### config.mk
export PLATFORM = sky130hd
export DESIGN_NAME = ps2_keycode_queue
export DESIGN_NICKNAME = d
export VERILOG_FILES = /design/src/rtl/ps2_keycode_queue.sv
export SDC_FILE = /design/constraint.sdc
export NUM_CORES = 1
export LEC_CHECK = 0
export BUFFER_PORTS_ARGS = -buffer_cell sky130_fd_sc_hd__buf_2
export CORE_MARGIN = 3
export CORE_UTILIZATION = 60
export DETAILED_ROUTE_END_ITERATION = 10
export PLACE_DENSITY = 0.87
export SKIP_LAST_GASP = 1
export SLEW_MARGIN = 20
export SYNTH_ARGS = -nofsm -noshare
export SYNTH_HDL_FRONTEND = slang
export SYNTH_SLANG_ARGS = --single-unit
### constraint.sdc
create_clock -name clk -period 3.65 [get_ports clk]
set_clock_uncertainty 0.2 [all_clocks]
set_input_delay 0.365 -clock clk [delete_from_list [all_inputs] [get_ports clk]]
set_output_delay 0.365 -clock clk [all_outputs]
set_load 0.05 [all_outputs]
### src/rtl/ps2_keycode_queue.sv
// PS/2 set-2 byte parser feeding a DEPTH-entry key event FIFO with valid/ack pop,
// optional typematic repeat suppression and a sticky overflow flag.
module ps2_keycode_queue #(
   parameter int DEPTH         = 8,
   parameter int FILTER_REPEAT = 1
) (
   input  logic                     clk,
   input  logic                     reset,
   input  logic                     ps2_key_en,
   input  logic [7:0]               ps2_key_data,
   input  logic                     event_ack,
   input  logic                     ovf_clr,
   output logic                     event_ready,
   output logic [7:0]               event_code,
   output logic                     event_ext,
   output logic                     event_make,
   output logic [$clog2(DEPTH):0]   count,
   output logic                     overflow
);

   localparam int AW = $clog2(DEPTH);
   localparam logic [AW:0] FULL_CNT = (AW+1)'(DEPTH);

   typedef enum logic [1:0] {IDLE, EXT, BRK, EXT_BRK} state_t;

   state_t        state_q, state_d;
   logic          held_vld_q, held_vld_d;
   logic          held_ext_q, held_ext_d;
   logic [7:0]    held_code_q, held_code_d;
   logic [AW-1:0] wptr_q, wptr_d, rptr_q, rptr_d;
   logic [AW:0]   count_q, count_d;
   logic          overflow_q, overflow_d;
   logic [9:0]    mem_q [DEPTH];
   logic [9:0]    mem_d [DEPTH];

   logic          is_discard, evt_vld, evt_ext, evt_make, held_match;
   logic          push, pop, full, wr, ovf_set;
   logic [9:0]    head;

   // Parser: prefixes only steer state, discard bytes resync to IDLE.
   always_comb begin
      state_d  = state_q;
      evt_vld  = 1'b0;
      evt_ext  = (state_q == EXT) || (state_q == EXT_BRK);
      evt_make = (state_q == IDLE) || (state_q == EXT);
      case (ps2_key_data)
         8'h00, 8'hAA, 8'hE1, 8'hEE, 8'hFA,
         8'hFC, 8'hFD, 8'hFE, 8'hFF: is_discard = 1'b1;
         default:                    is_discard = 1'b0;
      endcase
      if (ps2_key_en) begin
         if (ps2_key_data == 8'hE0) begin
            state_d = EXT;
         end else if (ps2_key_data == 8'hF0) begin
            case (state_q)
               IDLE:    state_d = BRK;
               EXT:     state_d = EXT_BRK;
               default: state_d = state_q;
            endcase
         end else if (is_discard) begin
            state_d = IDLE;
         end else begin
            evt_vld = 1'b1;
            state_d = IDLE;
         end
      end
   end

   always_comb begin
      held_vld_d  = held_vld_q;
      held_ext_d  = held_ext_q;
      held_code_d = held_code_q;
      push        = evt_vld;
      held_match  = held_vld_q && (held_ext_q == evt_ext) && (held_code_q == ps2_key_data);
      if ((FILTER_REPEAT != 0) && evt_vld) begin
         if (evt_make) begin
            if (held_match) begin
               push = 1'b0;
            end else begin
               held_vld_d  = 1'b1;
               held_ext_d  = evt_ext;
               held_code_d = ps2_key_data;
            end
         end else if (held_match) begin
            held_vld_d = 1'b0;
         end
      end
   end

   // A pop frees the slot the same-cycle push needs, so full+pop still writes.
   always_comb begin
      pop        = event_ack && (count_q != '0);
      full       = (count_q == FULL_CNT);
      wr         = push && (!full || pop);
      ovf_set    = push && full && !pop;
      mem_d      = mem_q;
      if (wr) mem_d[wptr_q] = {evt_ext, evt_make, ps2_key_data};
      wptr_d     = wptr_q + AW'(wr);
      rptr_d     = rptr_q + AW'(pop);
      count_d    = count_q + (AW+1)'(wr) - (AW+1)'(pop);
      overflow_d = ovf_set ? 1'b1 : (ovf_clr ? 1'b0 : overflow_q);
   end

   always_ff @(posedge clk) begin
      if (reset) begin
         state_q     <= IDLE;
         held_vld_q  <= 1'b0;
         held_ext_q  <= 1'b0;
         held_code_q <= 8'h00;
         wptr_q      <= '0;
         rptr_q      <= '0;
         count_q     <= '0;
         overflow_q  <= 1'b0;
         for (int i = 0; i < DEPTH; i++) mem_q[i] <= '0;
      end else begin
         state_q     <= state_d;
         held_vld_q  <= held_vld_d;
         held_ext_q  <= held_ext_d;
         held_code_q <= held_code_d;
         wptr_q      <= wptr_d;
         rptr_q      <= rptr_d;
         count_q     <= count_d;
         overflow_q  <= overflow_d;
         mem_q       <= mem_d;
      end
   end

   assign head        = mem_q[rptr_q];
   assign event_ready = (count_q != '0);
   assign event_code  = event_ready ? head[7:0] : 8'h00;
   assign event_make  = event_ready ? head[8]   : 1'b0;
   assign event_ext   = event_ready ? head[9]   : 1'b0;
   assign count       = count_q;
   assign overflow    = overflow_q;

endmodule

# Yosys cells after proc, flatten, opt, wreduce, memory -nomap -nowiden

Cells that the tools add are included.

Reduce and logical (&&, ||, !) cells: 21
Add/subtract/negate cells: 4
Equality and inequality tests: 17
Muxes and demuxes: 25
Bitwise gates (word level): 3
Magnitude comparators: 3

Operators with widths:

| cell               | number |
|---|---|
| $bwmux 80          | 1 |
| $eq 8x8->1 const B | 10 |
| $bmux 10 s3        | 1 |
| $demux 10 s3       | 1 |
| $mux 10            | 3 |
| $mux 1             | 15 |
| $reduce_or 9->1    | 1 |
| $eq 8x8->1         | 1 |
| $ge 4x4->1 const B | 2 |
| $logic_not 8->1    | 1 |
| $mux 8             | 1 |
| $not 3->4          | 2 |
| $logic_and 1x1->1  | 7 |
| $add 3x1->3        | 2 |
| $reduce_and 3->1   | 2 |
| $add 4x1->4        | 1 |
| $eq 4x4->1 const B | 1 |
| $lt 4x1->1 const B | 1 |
| $mux 2             | 2 |
| $ne 4x4->1 const B | 1 |
| $pmux 2 s2         | 1 |
| $reduce_bool 2->1  | 2 |
| $reduce_bool 4->1  | 1 |
| $sub 4x1->4        | 1 |
| 9 further kinds    | 12 |

Bits of input ports: 13
Output and inout port bits: 16
Register bits after elaboration: 103

# Logic depth before layout (Yosys ltp)

Depth after elaboration: 11
Depth in mapped cells: 14
Gate-level depth less buffers: 13

# Worst setup path after synthesis

No wires, ideal clock.

Path kind: register -> register
Start point: register count_q[2], in the netlist count[2]
End point: register count_q[2], in the netlist count[2]
Arrival: 2.669 ns
Cell stages (with the launch flop): 14
Slack: 0.653 ns
Cell sequence: dfxtp_1 -> inv_1 -> ha_1 -> nand2b_1 -> nand3_1 -> clkbuf_1 -> nand2_1 -> ha_1 -> inv_1 -> ha_1 -> inv_1 -> fa_1 -> xor2_1 -> nor2_1

Longest elaborated chain between the ends: 6
Elaborated cells on any way between the ends: 8

RTL lines:

| what                                                 | RTL line | text |
|---|---|---|
| start, declared                                      | 31       | `logic [AW:0] count_q, count_d;` |
| start signal, assigned                               | 122      | `count_q <= count_d;` |
| $eq 4x4->1 or $reduce_bool 4->1 (tied branches)      | 93, 92   |  |
| $logic_not 1->1 or $logic_and 1x1->1 (tied branches) | 94, 92   |  |
| $logic_or 1x1->1                                     | 94       | `wr = push && (!full \|\| pop);` |
| $logic_and 1x1->1                                    | 94       |  |
| $add 4x1->4                                          | 100      | `count_d = count_q + (AW+1)'(wr) - (AW+1)'(pop);` |
| $sub 4x1->4 *                                        | 100      |  |

Mark *: on every way between the ends. The rest lies on a longest branch, timed or not.
A chain may end at the register's enable or synchronous reset.

# Final worst setup path

Start point: register state_q[1]
End point: register mem_q[44] (netlist bit)

Elaborated cells on any way between the ends: 12

RTL lines:

| what                                          | RTL line | text |
|---|---|---|
| start, declared                               | 26       | `state_t state_q, state_d;` |
| start signal, assigned                        | 116      | `state_q <= state_d;` |
| $eq 2x1->1 or $logic_not 2->1 (tied branches) | 45       | `evt_make = (state_q == IDLE) \|\| (state_q == EXT);` |
| $logic_or 1x1->1 *                            | 45       |  |
| net evt_make                                  | 36       | `logic is_discard, evt_vld, evt_ext, evt_make, held_match;` |
| $mux 1 *                                      | 76       | `if (evt_make) begin` |
| $mux 1 *                                      | 75       | `if ((FILTER_REPEAT != 0) && evt_vld) begin` |
| $logic_and 1x1->1 *                           | 94       |  |
| end signal, assigned                          | 124      | `mem_q <= mem_d;` |
| end, declared                                 | 33       | `logic [9:0] mem_q [DEPTH];` |

The timed path passes the listed nets; every way through them passes the cells marked *.

==> impl_results.md <==
* GRT Resource Usage Total at 27.25%
* Worst-skew pair later-pin latency at 0.37 ns
* Yosys reg bits at 103
* ANT nets after route at 0
* CTS tree: yes
* Fmax at 336.0 MHz
* Setup CP Type: register to register
* Adder-Cell Fraction of Synth Area at ~3.1%
* I/O pin count at 29
* Synth Warn # at 0
* Core ar. at ~0.0080 mm²
* Sum of negative setup slack at 0 ns
* Pre-CTS setup slack at 0.4700 ns
* CTS root buffer: clkbuf_8
* Peak VDD IR at between 0.2 and 0.25 mV
* # port buffers at 28
* Outcome: completed
* Post-Route WL at 13,220 µm
* Vias in the first global route at 4,252
* Gate power share at between 30% and 40%
* P_leak at 1.797 nW
* Layout cell share with drive strength beyond 1 at between 10% and 20%
* Placed inst area at 0.005195 mm²
* Nets@finish at 591
* Die area at between 0.009 and 0.01 mm²
* H-tree levels at 3
* CP startpoint kind: register
* Post-synth top flop: dfxtp_1
* Distinct cells, synth at 36
* HPWL after DPL at 8302 µm
* Tightest Pin Transition at about 0.77 ns
* Worst path slowest cell: nand4_1
* Post-CTS setup buffer count at 0
* Worst path arrival time at 3.00 ns
* Total CTS buffers at 9
* Relative slew margins at 48.64%
* Resize count post-CTS at 0
* Main combinational cell family by area after synthesis: compound AO/OA/AOI/OAI gates
* Final Cycle Share at 81.55%
* Worst path top cell family by delay: simple AND/OR/NAND/NOR gates
* Syn Inst Count at ~580
* Synth Area in Compound Gates at 18.02%
* Post-synth EDFFs at 0
* Hold violation count in the final report at 0
* Slew Limit Fails at 0
* Share of the synthesized area in the top cell type at approximately two fifths
* Post-Synth Simple-Gate Area at between 15 and 20%
* Starting Density at between 60% and 70%
* Top cells by area, synth: dfxtp_1 (41%), mux4_2 (8.9%), a21oi_1 (8.2%)
* CP Cell Sequence: inv_1, ha_1, nand2b_1, nor2_1, nand4_1, o21ai_0, a21oi_1
* First-pass GRT wire length at about 21,000 µm
* Mapped Area at just over 0.005 mm²
* CP max stage delay at a little under 0.6 ns
* Mapped Nets at 601
* CTS Sinks at a little over 100
* Final Worst Setup Slack at 0.6735 ns
* DR WL/cell at 19.65 µm
* Min Tclk post-route at between 2 and 3 ns
* Max-cap check violation count at 0
* Clk slew on worst S/H paths at ~0.09 ns
* CTS Hold Bufs at 0
* CP Data Required Time at 3.68 ns
* Post-synthesis xor/xnor area fraction at around 2.2%
* Post-layout instance area at between 0.005 and 0.006 mm²
* Via density at about 6.7
* Multiplexer area fraction after synthesis at 12.59%
* RSZ-0062 raised after global routing: false
* GP Congestion at approximately 0.88
* Syn-to-layout area delta at 6.196%
* Grt total ovfl at 0
* Switch Pwr at 0.001023 W
* Total number of vias at 4,517
* Flop pwr share at 43.9%
* DRT iter0 DRCs at 545
* Power Internal at 0.001851 W
* CP Max Fanout at 9
* Ys async rst share at 0%
* Sum of buffers and inverters on the critical path at 1
* Die span in x at 98.09 µm
* Antenna violations before repair at 0
* Crit. End Element: register
* Mapped Avg Cell Area at between 8 and 9 µm²
* Clock power share at 26.1%
* Power consumption at roughly 0.0029 W
* Largest net degree at the start of global routing at 80
* Antenna Diode Count at 0
* DRC at 0
* Sequential fraction of the synthesis area at 40.52%
* Non-Filler Instances at 673
* Clock buffer depth at 2
* Post-Place Cells at 657
* PD cells at 531.7 mW/mm²
* Switching part of the total power at 35.59%
* DRT Pass-1 Iters at 5
* Min-delay worst type: input pin to register
* Setup Viol. Count Final at 0
* Cell accounting for the most synthesized area: dfxtp_1
* Vert. Die Dim at 98.09 µm
* Num rows at 32
layer usage:
layer / global-route usage (%) / routed length, µm / vias to the layer above
li1: - / - / 2077
met3: 6.071 / 1386 / 55
met4: 12.78 / 466 / 0
met5: 0 / 0 / -
met2: 43.40 / 6164 / 273
met1: 35.31 / 5208 / 2112
synthesized netlist by cell type, types with 8 or more instances:
cell type	number
nor2b_1	8
inv_1	9
buf_2	12
and4_1	9
xnor2_1	12
nor2_1	20
clkbuf_1	30
a21oi_1	83
dfxtp_1	103
mux4_2	20
o21ai_0	76
nand4_1	10
ha_1	11
mux2i_1	19
nand3_1	78
nand2b_1	24
registers in the layout, indices dropped and copies added (netlist names):
name         flops
count            4
overflow         1
rptr_q           3
held_vld_q       1
held_code_q      8
wptr_q           3
held_ext_q       1
state_q          2
mem_q           80
final cells by class:
| cell class | instances | area, µm² |
|---|---|---|
| clock buffer | 12 | 155.1 |
| clock inverter | 4 | 53.80 |
| fill | 650 | 2564 |
| inverter | 9 | 33.78 |
| multi-input combinational | 406 | 2751 |
| sequential | 103 | 2062 |
| tap | 102 | 127.6 |
| timing repair buffer | 37 | 220.2 |
cells in the final DEF, fill, tap and decap left out, types with 12 or more instances in the layout:
cell / count
nor2_1: 20
o21ai_0: 76
mux2i_1: 19
nand2b_1: 24
xnor2_1: 12
a21oi_1: 83
nand3_1: 78
mux4_2: 20
dfxtp_1: 103
buf_2: 28
path summary, 6_finish.rpt:
check	startpoint	to	slack, ns	cells after the start
setup / recovery	state_q[1]$_SDFFE_PP0P_	mem_q[44]$_SDFFE_PP0P_	0.67	7
hold / removal	ovf_clr	overflow$_SDFFE_PP0P_	0.05	3
setup reg to reg	state_q[1]$_SDFFE_PP0P_	mem_q[44]$_SDFFE_PP0P_	0.67	7
hold reg to reg	overflow$_SDFFE_PP0P_	overflow$_SDFFE_PP0P_	0.28	2
worst reg2reg max path: stages, from the launching register on:
cell,delay [ns]
dfxtp_1,0.55
inv_1,0.23
ha_1,0.33
nand2b_1,0.22
nor2_1,0.16
nand4_1,0.58
o21ai_0,0.44
a21oi_1,0.12
power groups by stage:
stage	Sequential [W]	Clock, W	Combinational (W)
4_1_cts	0.00126	0.000752	0.000863
3_5_place_dp	0.00129	0	0.000859
6_report	0.00126	0.000748	0.000863
5_1_grt	0.00127	0.000789	0.000935
2_1_floorplan	0.00132	0	0.000615
3_3_place_gp	0.00128	0	0.000831
metrics by stage:
| stage | utilization (%) | hold WS, ns |
|---|---|---|
| after floorplan | - | 0.2506 |
| after global placement | 65.20 | 0.2572 |
| after detailed placement | 65.20 | 0.2659 |
| after CTS | 67.82 | 0.04376 |
| after global routing | 67.82 | 0.07278 |
| final | 67.82 | 0.05027 |
logic make-up (layout without fill, tap and decap cells):
logic type,Yosys count,in the layout
AOI/OAI and AO/OA,174,174
and+or+nand+nor,168,168
DFF,103,103
buffers and inverters,67,62
muxes,39,39
xor gates and xnor gates,13,13
adders and majority gates,12,12
Power figures use the tool's default switching activity.
